[config.mk]
export PLATFORM = sky130hd
export DESIGN_NAME = hw3_addmul_pipe_flat
export DESIGN_NICKNAME = d
export VERILOG_FILES = /design/src/rtl/hw3_addmul_pipe_if.sv /design/src/rtl/hw3_addmul_pipe.sv /design/src/flat_wrapper.sv
export SDC_FILE = /design/constraint.sdc
export NUM_CORES = 1
export LEC_CHECK = 0
export CORE_ASPECT_RATIO = 0.8
export CORE_MARGIN = 2
export CORE_UTILIZATION = 50
export CTS_CLUSTER_SIZE = 16
export DETAILED_ROUTE_END_ITERATION = 8
export GPL_TIMING_DRIVEN = 0
export PLACE_DENSITY = 0.7
export SLEW_MARGIN = 10
export SYNTH_ARGS = -nofsm -noshare
export SYNTH_HDL_FRONTEND = slang
export SYNTH_SLANG_ARGS = --single-unit
[constraint.sdc]
create_clock -name clk -period 7.4 [get_ports clk]
set_input_delay 2.22 -clock clk [delete_from_list [all_inputs] [get_ports clk]]
set_output_delay 2.22 -clock clk [all_outputs]
set_load 0.02 [all_outputs]
[src/rtl/hw3_addmul_pipe_if.sv]
// Valid/ready operand and result bus for the hw3_addmul_pipe datapath.
// The slave modport is the datapath's view; the master modport is the driver's view.
interface hw3_addmul_pipe_if #(
    parameter int W  = 8,
    parameter int OW = 2 * W
);
    logic          in_valid;
    logic          in_ready;
    logic [W-1:0]  a;
    logic [W-1:0]  b;
    logic [W-1:0]  c;
    logic [1:0]    op;
    logic          out_valid;
    logic          out_ready;
    logic [OW-1:0] d;

    modport master (
        output in_valid, a, b, c, op, out_ready,
        input  in_ready, out_valid, d
    );

    modport slave (
        input  in_valid, a, b, c, op, out_ready,
        output in_ready, out_valid, d
    );
endinterface

[src/rtl/hw3_addmul_pipe.sv]
// Two-stage (a+/-b)*c pipeline with multiply-accumulate mode and valid/ready flow control.
// Optional gated-load counter output gate_cnt is enabled by defining HW3_GATE_CNT_EN.
module hw3_addmul_pipe #(
    parameter int W  = 8,
    parameter int OW = 2 * W
) (
    input  logic clk,
    input  logic reset,
    hw3_addmul_pipe_if.slave bus
`ifdef HW3_GATE_CNT_EN
    ,
    output logic [15:0] gate_cnt
`endif
);

    logic          s1_valid;
    logic [OW-1:0] s1_sum;
    logic [W-1:0]  s1_c;
    logic [1:0]    s1_op;
    logic          s1_cz;
    logic          out_valid_q;
    logic [OW-1:0] d_q;
    logic [OW-1:0] acc;

    logic [OW-1:0] a_ext;
    logic [OW-1:0] b_ext;
    logic [OW-1:0] c_ext;
    logic [OW-1:0] sum_next;
    logic [OW-1:0] prod;
    logic [OW-1:0] acc_sum;
    logic          s2_adv;
    logic          in_ready;
    logic          accept;
    logic          s2_load;

    assign s2_adv   = !out_valid_q | bus.out_ready;
    assign in_ready = !s1_valid | s2_adv;
    assign accept   = bus.in_valid & in_ready;
    assign s2_load  = s1_valid & s2_adv;

    assign bus.in_ready  = in_ready;
    assign bus.out_valid = out_valid_q;
    assign bus.d         = d_q;

    // A gated item leaves the operand registers stale, so its product is forced to zero here.
    always_comb begin
        a_ext    = {{(OW-W){1'b0}}, bus.a};
        b_ext    = {{(OW-W){1'b0}}, bus.b};
        c_ext    = {{(OW-W){1'b0}}, s1_c};
        sum_next = a_ext + b_ext;
        case (bus.op)
            2'b00:   sum_next = a_ext - b_ext;
            2'b10:   sum_next = b_ext - a_ext;
            default: sum_next = a_ext + b_ext;
        endcase
        prod    = s1_cz ? '0 : s1_sum * c_ext;
        acc_sum = acc + prod;
    end

    always_ff @(posedge clk or posedge reset) begin
        if (reset) begin
            s1_valid <= 1'b0;
            s1_sum   <= '0;
            s1_c     <= '0;
            s1_op    <= '0;
            s1_cz    <= 1'b0;
        end else begin
            if (accept) begin
                s1_op <= bus.op;
                s1_cz <= (bus.c == '0);
                if (bus.c != '0) begin
                    s1_sum <= sum_next;
                    s1_c   <= bus.c;
                end
            end
            if (accept)
                s1_valid <= 1'b1;
            else if (s2_adv)
                s1_valid <= 1'b0;
        end
    end

    always_ff @(posedge clk or posedge reset) begin
        if (reset) begin
            out_valid_q <= 1'b0;
            d_q         <= '0;
            acc         <= '0;
        end else begin
            if (s2_adv)
                out_valid_q <= s1_valid;
            if (s2_load) begin
                if (s1_op == 2'b11) begin
                    acc <= acc_sum;
                    d_q <= acc_sum;
                end else begin
                    d_q <= prod;
                end
            end
        end
    end

`ifdef HW3_GATE_CNT_EN
    always_ff @(posedge clk or posedge reset) begin
        if (reset)
            gate_cnt <= '0;
        else if (s2_load && s1_cz)
            gate_cnt <= gate_cnt + 16'd1;
    end
`endif

endmodule

[src/flat_wrapper.sv]
// flat-port wrapper written by rule: the top's interface ports become plain ports
module hw3_addmul_pipe_flat 
#(
    parameter int W  = 8,
    parameter int OW = 2 * W
)
  (clk, reset, bus_in_valid, bus_a, bus_b, bus_c, bus_op, bus_out_ready, bus_in_ready, bus_out_valid, bus_d);
  hw3_addmul_pipe_if #(.W(W), .OW(OW)) bus_i ();
  input  logic clk;
  input  logic reset;
  input wire logic [$bits(bus_i.in_valid)-1:0] bus_in_valid;
  input wire logic [$bits(bus_i.a)-1:0] bus_a;
  input wire logic [$bits(bus_i.b)-1:0] bus_b;
  input wire logic [$bits(bus_i.c)-1:0] bus_c;
  input wire logic [$bits(bus_i.op)-1:0] bus_op;
  input wire logic [$bits(bus_i.out_ready)-1:0] bus_out_ready;
  output wire logic [$bits(bus_i.in_ready)-1:0] bus_in_ready;
  output wire logic [$bits(bus_i.out_valid)-1:0] bus_out_valid;
  output wire logic [$bits(bus_i.d)-1:0] bus_d;
  assign bus_i.in_valid = bus_in_valid;
  assign bus_i.a = bus_a;
  assign bus_i.b = bus_b;
  assign bus_i.c = bus_c;
  assign bus_i.op = bus_op;
  assign bus_i.out_ready = bus_out_ready;
  assign bus_in_ready = bus_i.in_ready;
  assign bus_out_valid = bus_i.out_valid;
  assign bus_d = bus_i.d;
  hw3_addmul_pipe #(.W(W), .OW(OW)) u_core (.clk(clk), .reset(reset), .bus(bus_i));
endmodule
**After elaboration in Yosys (flattened, before gate mapping)**

Index checks and enable logic that the tools add are counted.

- Muxes and demuxes: 5
- Equal/unequal tests: 2
- Bitwise gates (word level): 4
- $add $sub $neg: 4
- Reductions and logical operators: 8
- Multiply operators: 1

Operator list:

| cell | count |
|---|---|
| 2-to-1 mux 16 bit | 2 |
| one-hot mux 16 bit (2 select lines) | 1 |
| subtractor 8 x 8 -> 9 bit | 2 |
| adder 16 bit | 1 |
| multiplier 16 x 8 -> 16 bit | 1 |
| adder 8 x 8 -> 9 bit | 1 |
| zero test 8 bit | 1 |
| nonzero test 8 bit | 1 |
| equality test 2 bit (second input constant) | 2 |
| AND reduction 2 bit | 2 |
| bitwise AND 1 bit | 2 |
| zero test 1 bit | 2 |
| zero test 2 bit | 1 |
| 2-to-1 mux 1 bit | 2 |
| OR 1 bit | 2 |
| nonzero test 2 bit | 1 |

- Word-level logic and storage cells: 32
- Output and inout bits: 18
- Register bits after elaboration: 61

**Longest topological paths before layout**

Gate-level depths: netlist (run 1).

- Word-level depth: 5
- Gate-level depth with buffers: 25
- Gate-level depth less buffers: 24

**Worst setup path before layout (run 1)**

OpenSTA, ideal clock, no wires.

- Path kind: reg2reg
- Start: register u_core.s1_c[4]
- End: register u_core.d_q[15] (netlist: u_core.bus.d[15])
- Period minus slack after synthesis: 5418 ps
- Setup slack: 1982 ps
- Arrival: 5296 ps
- Library setup time: 122 ps
- Stages on the path, launching flop included: 24
- Data required time: 7278 ps
- Cells stage by stage: dfrtp_1 clkbuf_1 and2_1 fa_1 fa_1 inv_1 fa_1 fa_1 inv_1 ha_1 o21ai_0 o21bai_1 a21oi_1 xnor2_1 nor2_1 ha_1 a21oi_1 nand2_1 a21oi_2 o21ai_2 o41ai_4 xnor2_1 mux2i_1 nand2_1

- Longest elaborated chain between the ends: 4

RTL lines:

| element | RTL line | RTL |
|---|---|---|
| from (decl) | hw3_addmul_pipe.sv:18 | `logic [W-1:0] s1_c;` |
| from (signal assigned) | hw3_addmul_pipe.sv:73 | `s1_c <= bus.c;` |
| multiplier 16 x 8 -> 16 bit (*) | hw3_addmul_pipe.sv:56 | `prod = s1_cz ? '0 : s1_sum * c_ext;` |
| 2-to-1 mux 16 bit (*) | hw3_addmul_pipe.sv:56 |  |
| adder 16 bit | hw3_addmul_pipe.sv:57 | `acc_sum = acc + prod;` |
| 2-to-1 mux 16 bit (*) | hw3_addmul_pipe.sv:92 | `if (s1_op == 2'b11) begin` |
| to (signal assigned) | hw3_addmul_pipe.sv:94 | `d_q <= acc_sum;` |
| to (signal assigned) | hw3_addmul_pipe.sv:96 | `d_q <= prod;` |
| to (decl) | hw3_addmul_pipe.sv:22 | `logic [OW-1:0] d_q;` |

Mark *: on every way between the ends. The rest lies on a longest branch, timed or not.
A chain may end at the register's enable or synchronous reset.

**Worst setup path in the final report (run 1)**

- Start: register u_core.s1_c[5]
- End: register u_core.d_q[13] (netlist: u_core.bus.d[13])

Same word-level chain as after synthesis.

==> implementation parameters, run 1 <==
Parameter                              Value

Run status
  Result of the run    complete, no violations

Timing
  Fmax    163.6 MHz
  Worst clock skew    0.009245 ns
  Final Hold Vio Count    0
  Worst Tran Pin Value    between 0.6 and 0.7 ns
  Slew Limit Headroom    56.58%
  Final min period    ~6 ns
  Worst Slack Setup Final    between 1 and 1.5 ns
  Unrepaired setup endpoints after global routing    false
  Post-route worst hold slack    approximately 0.48 ns
  Setup TNS    0 ns
  Fraction of the cycle the final worst path needs    82.62%
  Total of endpoints with negative setup slack in the final report    0
  Pins over their slew limit    0

Yosys
  Cell count after synthesis    754
  FFs w/ async S/R, synth    100.0%
  Synthesis-stage register bit count    55
  Multiplexer share of the synthesized area    ~3.6%
  Adder-cell share of the synthesized area    between 30% and 40%
  Syn Nets    910
  Area of the mapped netlist    ~6600 sq um
  Number of distinct library cells after synthesis    between 50 and 60
  Post-synth EDFFs    0
  Prevailing post-synth register cell    sky130_fd_sc_hd__dfrtp_1
  Fraction of the mapped netlist area in compound gates    13.90%
  Warnings from Yosys    0
  Sequential fraction of the synthesis area    between 20% and 30%
  Area share of xor/xnor cells in the synthesized design    between 4 and 5%
  Combinational family with the most area after synthesis    adder cells
  Mean Syn Cell Area    roughly 9 sq um
  Simple-gate area share of the yosys netlist    about 17%

Cells and area
  Ant diodes    0
  Layout Nets    about 960
  Area added between synthesis and finish    12.82%
  Number of fill cells in the layout    1172
  Leading cell type in the layout, fill and taps excluded    sky130_fd_sc_hd__inv_1
  Leading cell types in the layout, fill and taps excluded    sky130_fd_sc_hd__inv_1, sky130_fd_sc_hd__nand2_1, sky130_fd_sc_hd__fa_1, sky130_fd_sc_hd__ha_1, sky130_fd_sc_hd__dfrtp_1
  Post-route cell area    between 7000 and 8000 sq um
  Fraction of layout instances using a drive strength above 1    5.315%

Global route
  Tot GR Track Use    a little over a fifth
  Via count of the first global-routing pass    5106
  Final global-route overflow total    0
  Largest net degree at the start of global routing    32
  Number of antenna violations at the first check in global routing    0
  First-pass GRT wire length    around 24000 um

Clocking
  Buffer levels on the longest clock path    2
  Clock net sink count    55
  CTS Buf Count    5
  Clock transition time at the flip-flop clock pins of the worst setup and hold paths    0.07 ns
  Latest clock arrival within the worst-skew pair    0.31 ns
  H-tree level count    2
  Post-CTS Setup Inserts    0
  Hold_buf cts    0
  CTS tree    yes
  CTS resizes    0
  Clock root buffer    sky130_fd_sc_hd__clkbuf_16

Setup path
  CP required    7.60 ns
  Worst setup path category    register to register
  Critical Path Source Type    register
  Worst Path Arrival    approximately 6.3 ns
  R2r setup slk    roughly 1.3 ns
  Nature of the critical path endpoint    register
  Maximum fanout encountered on the critical timing path    10

Route
  Wire length after detailed routing    ~14000 um
  Post-detailed-route count of antenna-violating nets    0
  Detailed router's first-iteration violation count    between 200 and 250
  Residual DRC    0
  Vias after detailed routing    roughly 5200
  Drt wl/cell    about 14 um
  DR pass1 iterations    4
  Via density per instance    5.286

Floorplanning
  Count of pins on the block boundary    between 40 and 50
  Area of the die    14120 sq um
  Placeable core region    between 10000 and 15000 sq um
  Die Ht    106.7 um
  Horizontal extent of the die    132.3 um
  Site row count    37
  Effective utilization at floorplan    between 50% and 60%

Placed design
  # port buffers    46
  Worst slack, placed    1.308 ns
  Detailed placement HPWL    11870 um
  Post-Place Cell Area    between 7000 and 8000 sq um
  RD Place Congestion    around 0.90

Worst hold path
  Worst min path class    register to register

Job
  Maxcap violations    0
==> sequential cells by signal, summed over array words and instances, names as in the netlist <==
register              cells
u_core.bus.out_valid      1
u_core.acc               16
u_core.s1_cz              1
u_core.s1_valid           1
u_core.bus.d             16
u_core.s1_sum            10
u_core.s1_c               8
u_core.s1_op              2
==> metrics by stage <==
step | utilization (%) | instances
4_1_cts | 57.76 | 984
5_1_grt | 57.76 | 984
3_3_place_gp | 56.47 | 975
6_report | 57.76 | 984
3_5_place_dp | 56.63 | 976
2_1_floorplan | - | 754
==> critical path: stages, from the launching register on <==
cell and delay [ns]:
sky130_fd_sc_hd__dfrtp_1 0.37, sky130_fd_sc_hd__clkbuf_1 0.40, sky130_fd_sc_hd__nand2_1 0.15, sky130_fd_sc_hd__fa_1 0.49, sky130_fd_sc_hd__fa_1 0.54, sky130_fd_sc_hd__inv_1 0.05, sky130_fd_sc_hd__fa_1 0.53, sky130_fd_sc_hd__inv_1 0.05
sky130_fd_sc_hd__fa_1 0.54, sky130_fd_sc_hd__inv_1 0.04, sky130_fd_sc_hd__ha_1 0.33, sky130_fd_sc_hd__o21ai_0 0.16, sky130_fd_sc_hd__o21bai_1 0.10, sky130_fd_sc_hd__a21oi_1 0.18, sky130_fd_sc_hd__xnor2_1 0.16, sky130_fd_sc_hd__nor2_1 0.06
sky130_fd_sc_hd__ha_1 0.36, sky130_fd_sc_hd__a21oi_1 0.23, sky130_fd_sc_hd__nand2_1 0.09, sky130_fd_sc_hd__a21oi_2 0.17, sky130_fd_sc_hd__o21ai_2 0.11, sky130_fd_sc_hd__nor2_1 0.12, sky130_fd_sc_hd__xor2_1 0.30, sky130_fd_sc_hd__o21ai_0 0.16
sky130_fd_sc_hd__mux2_2 0.28
==> final timing paths <==
path                                 start          endpoint  cells past startpoint
max in group asynchronous            reset    u_core.acc[15]                      3
min in group asynchronous            reset   u_core.bus.d[2]                      2
min                        u_core.bus.d[6]   u_core.bus.d[6]                      2
min reg2reg                u_core.bus.d[6]   u_core.bus.d[6]                      2
max                         u_core.s1_c[5]  u_core.bus.d[13]                     24
max reg2reg                 u_core.s1_c[5]  u_core.bus.d[13]                     24
==> Yosys cell counts (all sizes together) (2+ instances only) <==
library cell,instances,area [sq um]
a21oi,29,148.9
mux2i,8,80.08
nor2,32,122.6
o21ba,2,20.02
nand2b,8,50.05
o21bai,6,45.04
a211oi,8,60.06
dfrtp,55,1376
nor3,15,75.07
fa,63,1261
nor2b,8,50.05
nand3,7,40.04
a22oi,4,30.03
buf,5,30.02
a21o,12,90.09
a31oi,5,31.28
and3,3,18.77
o21ai,55,282.8
nand3b,2,15.01
and2,54,337.8
a2111o,2,22.52
or3,2,12.51
inv,111,416.7
nor4,2,12.51
xnor2,23,201.4
xor2,14,122.6
o211ai,5,37.54
a2111oi,2,36.29
nand2,99,371.6
clkbuf,22,102.6
mux2,14,157.7
ha,63,788.3
==> cell type report <==
cell class	instances	area, sq um	share of cell area, %
Multi-Input combinational cell	561	4663	62.73
Sequential cell	55	1376	18.52
Timing Repair Buffer	47	480.5	6.464
Inverter	111	416.7	5.605
Tap cell	175	219.0	2.946
Buffer	27	132.6	1.784
Clock buffer	6	128.9	1.734
Clock inverter	2	16.27	0.2188
==> kinds of logic after synthesis <==
logic type               count (synthesis)
XOR/XNOR                                37
flip-flops                              55
AND/OR/NAND/NOR                        236
buffers and inverters                  138
adder cells (fa/ha/maj)                126
multiplexers                            22
AO/OA/AOI/OAI                          140
==> metal layers <==
metal / vias to the layer above / track usage (%) / part of all wire, %
met1: 2543 / 28.46 / 47
met3: 14 / 2.931 / 4.0
li1: 2542 / - / -
met4: 0 / 5.376 / 1.2
met5: - / 0 / 0
met2: 102 / 35.38 / 48
Power of run 1 is not shown: default switching activity piles up to over one toggle a cycle in this logic, so the estimate is an artifact.
==> run 2, diff against run 1 <==
--- a/config.mk
+++ b/config.mk
@@ -11,7 +11,7 @@
 export CTS_CLUSTER_SIZE = 16
 export DETAILED_ROUTE_END_ITERATION = 8
 export GPL_TIMING_DRIVEN = 0
-export PLACE_DENSITY = 0.7
+export PLACE_DENSITY = 0.72
 export SLEW_MARGIN = 10
 export SYNTH_ARGS = -nofsm -noshare
 export SYNTH_HDL_FRONTEND = slang
==> constraint.sdc (replaced) <==
create_clock -name clk -period 4.9 [get_ports clk]
set_input_delay 1.47 -clock clk [delete_from_list [all_inputs] [get_ports clk]]
set_output_delay 1.47 -clock clk [all_outputs]
set_load 0.02 [all_outputs]
==> implementation parameters, run 2 (synthesis results as in run 1) <==
Parameter                              Value

Timing
  Final Hold Vio Count    0
  Worst clock skew    approximately 0.014 ns
  Worst Tran Pin Value    0.6027 ns
  Unrepaired setup endpoints after global routing    true
  Fmax    approximately 180 MHz
  Worst Slack Setup Final    -0.5480 ns
  Pins over their slew limit    0
  Final min period    approximately 5.4 ns
  Total of endpoints with negative setup slack in the final report    14
  Setup TNS    -4.259 ns
  Fraction of the cycle the final worst path needs    111.2%
  Slew Limit Headroom    between 50 and 60%

Floorplanning
  Effective utilization at floorplan    roughly half
  Area of the die    about 14000 sq um
  Site row count    37
  Placeable core region    ~13000 sq um
  Count of pins on the block boundary    48
  Die Ht    between 100 and 150 um
  Horizontal extent of the die    between 100 and 150 um

Setup path
  Number of cells on the worst reg-to-reg path    20
  Nature of the critical path endpoint    register
  Termination of the worst setup path    u_core.bus.d[13]
  CP required    roughly 5.1 ns
  R2r setup slk    -0.55 ns
  CP Launch Point    u_core.s1_sum[1]
  Cell at the slowest stage of the critical path    sky130_fd_sc_hd__fa_1
  Worst setup path category    register to register
  Maximum fanout encountered on the critical timing path    7
  Crit path buffers/inverters    2
  Most used cell along the critical path    sky130_fd_sc_hd__fa_1
  Worst Path Arrival    around 5.6 ns
  Cell family contributing the most delay on the critical path    adder cells
  Cell count along the critical path    20
  Critical Path Source Type    register
  Capture instance of the worst register-to-register path    u_core.bus.d[13]
  Worst stage delay on the critical path    between 0.5 and 0.6 ns
  Series of cell instances along the critical path    and2_1 > fa_1 > fa_1 > fa_1 > inv_1 > fa_1 > inv_2 > ha_4 > nor3_1 > o211ai_1 > a31oi_1 > xor2_1 > nor2_1 > ha_2 > nand3_1 > o21ai_2 > nor2_1 > xor2_1 > o21ai_1 > mux2_2
  Worst R2R Start    u_core.s1_sum[1]

Placed design
  Detailed placement HPWL    12370 um
  # port buffers    46
  RD Place Congestion    between 0.9 and 1

Route
  Highest routing layer actually used    met4
  Vias after detailed routing    between 5000 and 6000
  Routed length on met3    503 um
  Residual DRC    0
  Length of routed met2 wiring    around 8000 um
  Wire length after detailed routing    approximately 16000 um
  Detailed router's first-iteration violation count    just under 400
  DR pass1 iterations    5
  Drt wl/cell    approximately 16 um
  Via density per instance    5.456
  Met1 WL    between 7000 and 8000 um
  Post-detailed-route count of antenna-violating nets    0

Global route
  Via count of the first global-routing pass    between 5000 and 6000
  First-pass GRT wire length    around 27000 um
  Tot GR Track Use    23.06%
  Number of antenna violations at the first check in global routing    0
  Largest net degree at the start of global routing    30
  Final global-route overflow total    0

Worst hold path
  Worst min path class    register to register

Clocking
  Buffer levels on the longest clock path    2
  Latest clock arrival within the worst-skew pair    around 0.3 ns
  H-tree level count    2
  CTS tree    yes
  Clock root buffer    sky130_fd_sc_hd__clkbuf_16
  Clock net sink count    55
  CTS Buf Count    5
  Hold_buf cts    0
  Clock transition time at the flip-flop clock pins of the worst setup and hold paths    roughly 0.08 ns

Job
  Maxcap violations    0

Cells and area
  Leading cell type in the layout, fill and taps excluded    sky130_fd_sc_hd__inv_1
  Fraction of layout instances using a drive strength above 1    between 10% and 20%
  Layout Nets    994
  Area added between synthesis and finish    23.83%
  Ant diodes    0
  Leading cell types in the layout, fill and taps excluded    sky130_fd_sc_hd__inv_1, sky130_fd_sc_hd__nand2_1, sky130_fd_sc_hd__fa_1

Run status
  Violations in the final reports    setup timing
  Result of the run    finished with violations
## run 2: final cells by class
class                           count  area (sq um)
Buffer                             25         191.4
Clock buffer                        5         125.1
Clock inverter                      3         50.05
Fill cell                        1062          4711
Inverter                          111         416.7
Multi-Input combinational cell    561          5049
Sequential cell                    55          1386
Tap cell                          175         219.0
Timing Repair Buffer               79         721.9
## run 2: repair_timing
action	in CTS	in global routing
buffers inserted	15	17
endpoints found under the setup margin	17	20
pin swaps	21	21
gates resized for setup	37	50
endpoints found under the hold margin	0	0
## run 2: metal layers
metal  vias to the layer above  track usage, %
li1                       2616               -
met1                      2765           31.19
met2                       125           41.27
met3                        26           1.749
met4                         0           4.224
met5                         -               0
## run 2: how the worst min path moves through the flow
stage                         start              end  cells past startpoint
finish              u_core.bus.d[7]  u_core.bus.d[7]                      2
global route        u_core.bus.d[0]  u_core.bus.d[0]                      1
CTS                 u_core.bus.d[7]  u_core.bus.d[7]                      2
detailed placement  u_core.bus.d[7]  u_core.bus.d[7]                      2
global placement    u_core.bus.d[2]  u_core.bus.d[2]                      2
floorplan            u_core.acc[12]   u_core.acc[12]                      1
## run 2: through the flow
stage	worst slack (ns)	std cells	utilization, %	cell area [sq um]	hold slack (ns)
3_3_place_gp	-0.7633	975	58.01	7466	0.4625
3_5_place_dp	-0.8747	976	58.17	7486	0.4697
4_1_cts	-0.4667	998	61.23	7880	0.4868
2_1_floorplan	-0.2684	754	-	6787	0.4536
6_report	-0.5480	1014	63.40	8159	0.4839
5_1_grt	-0.8067	1014	63.40	8159	0.5091
## run 2: tightest hold or removal path, stage by stage (launching register included)
cell                      delay [ns]
sky130_fd_sc_hd__dfrtp_1        0.34
sky130_fd_sc_hd__nand2_1        0.05
sky130_fd_sc_hd__o21ai_0        0.06
Power of run 2 is left out for the same reason.
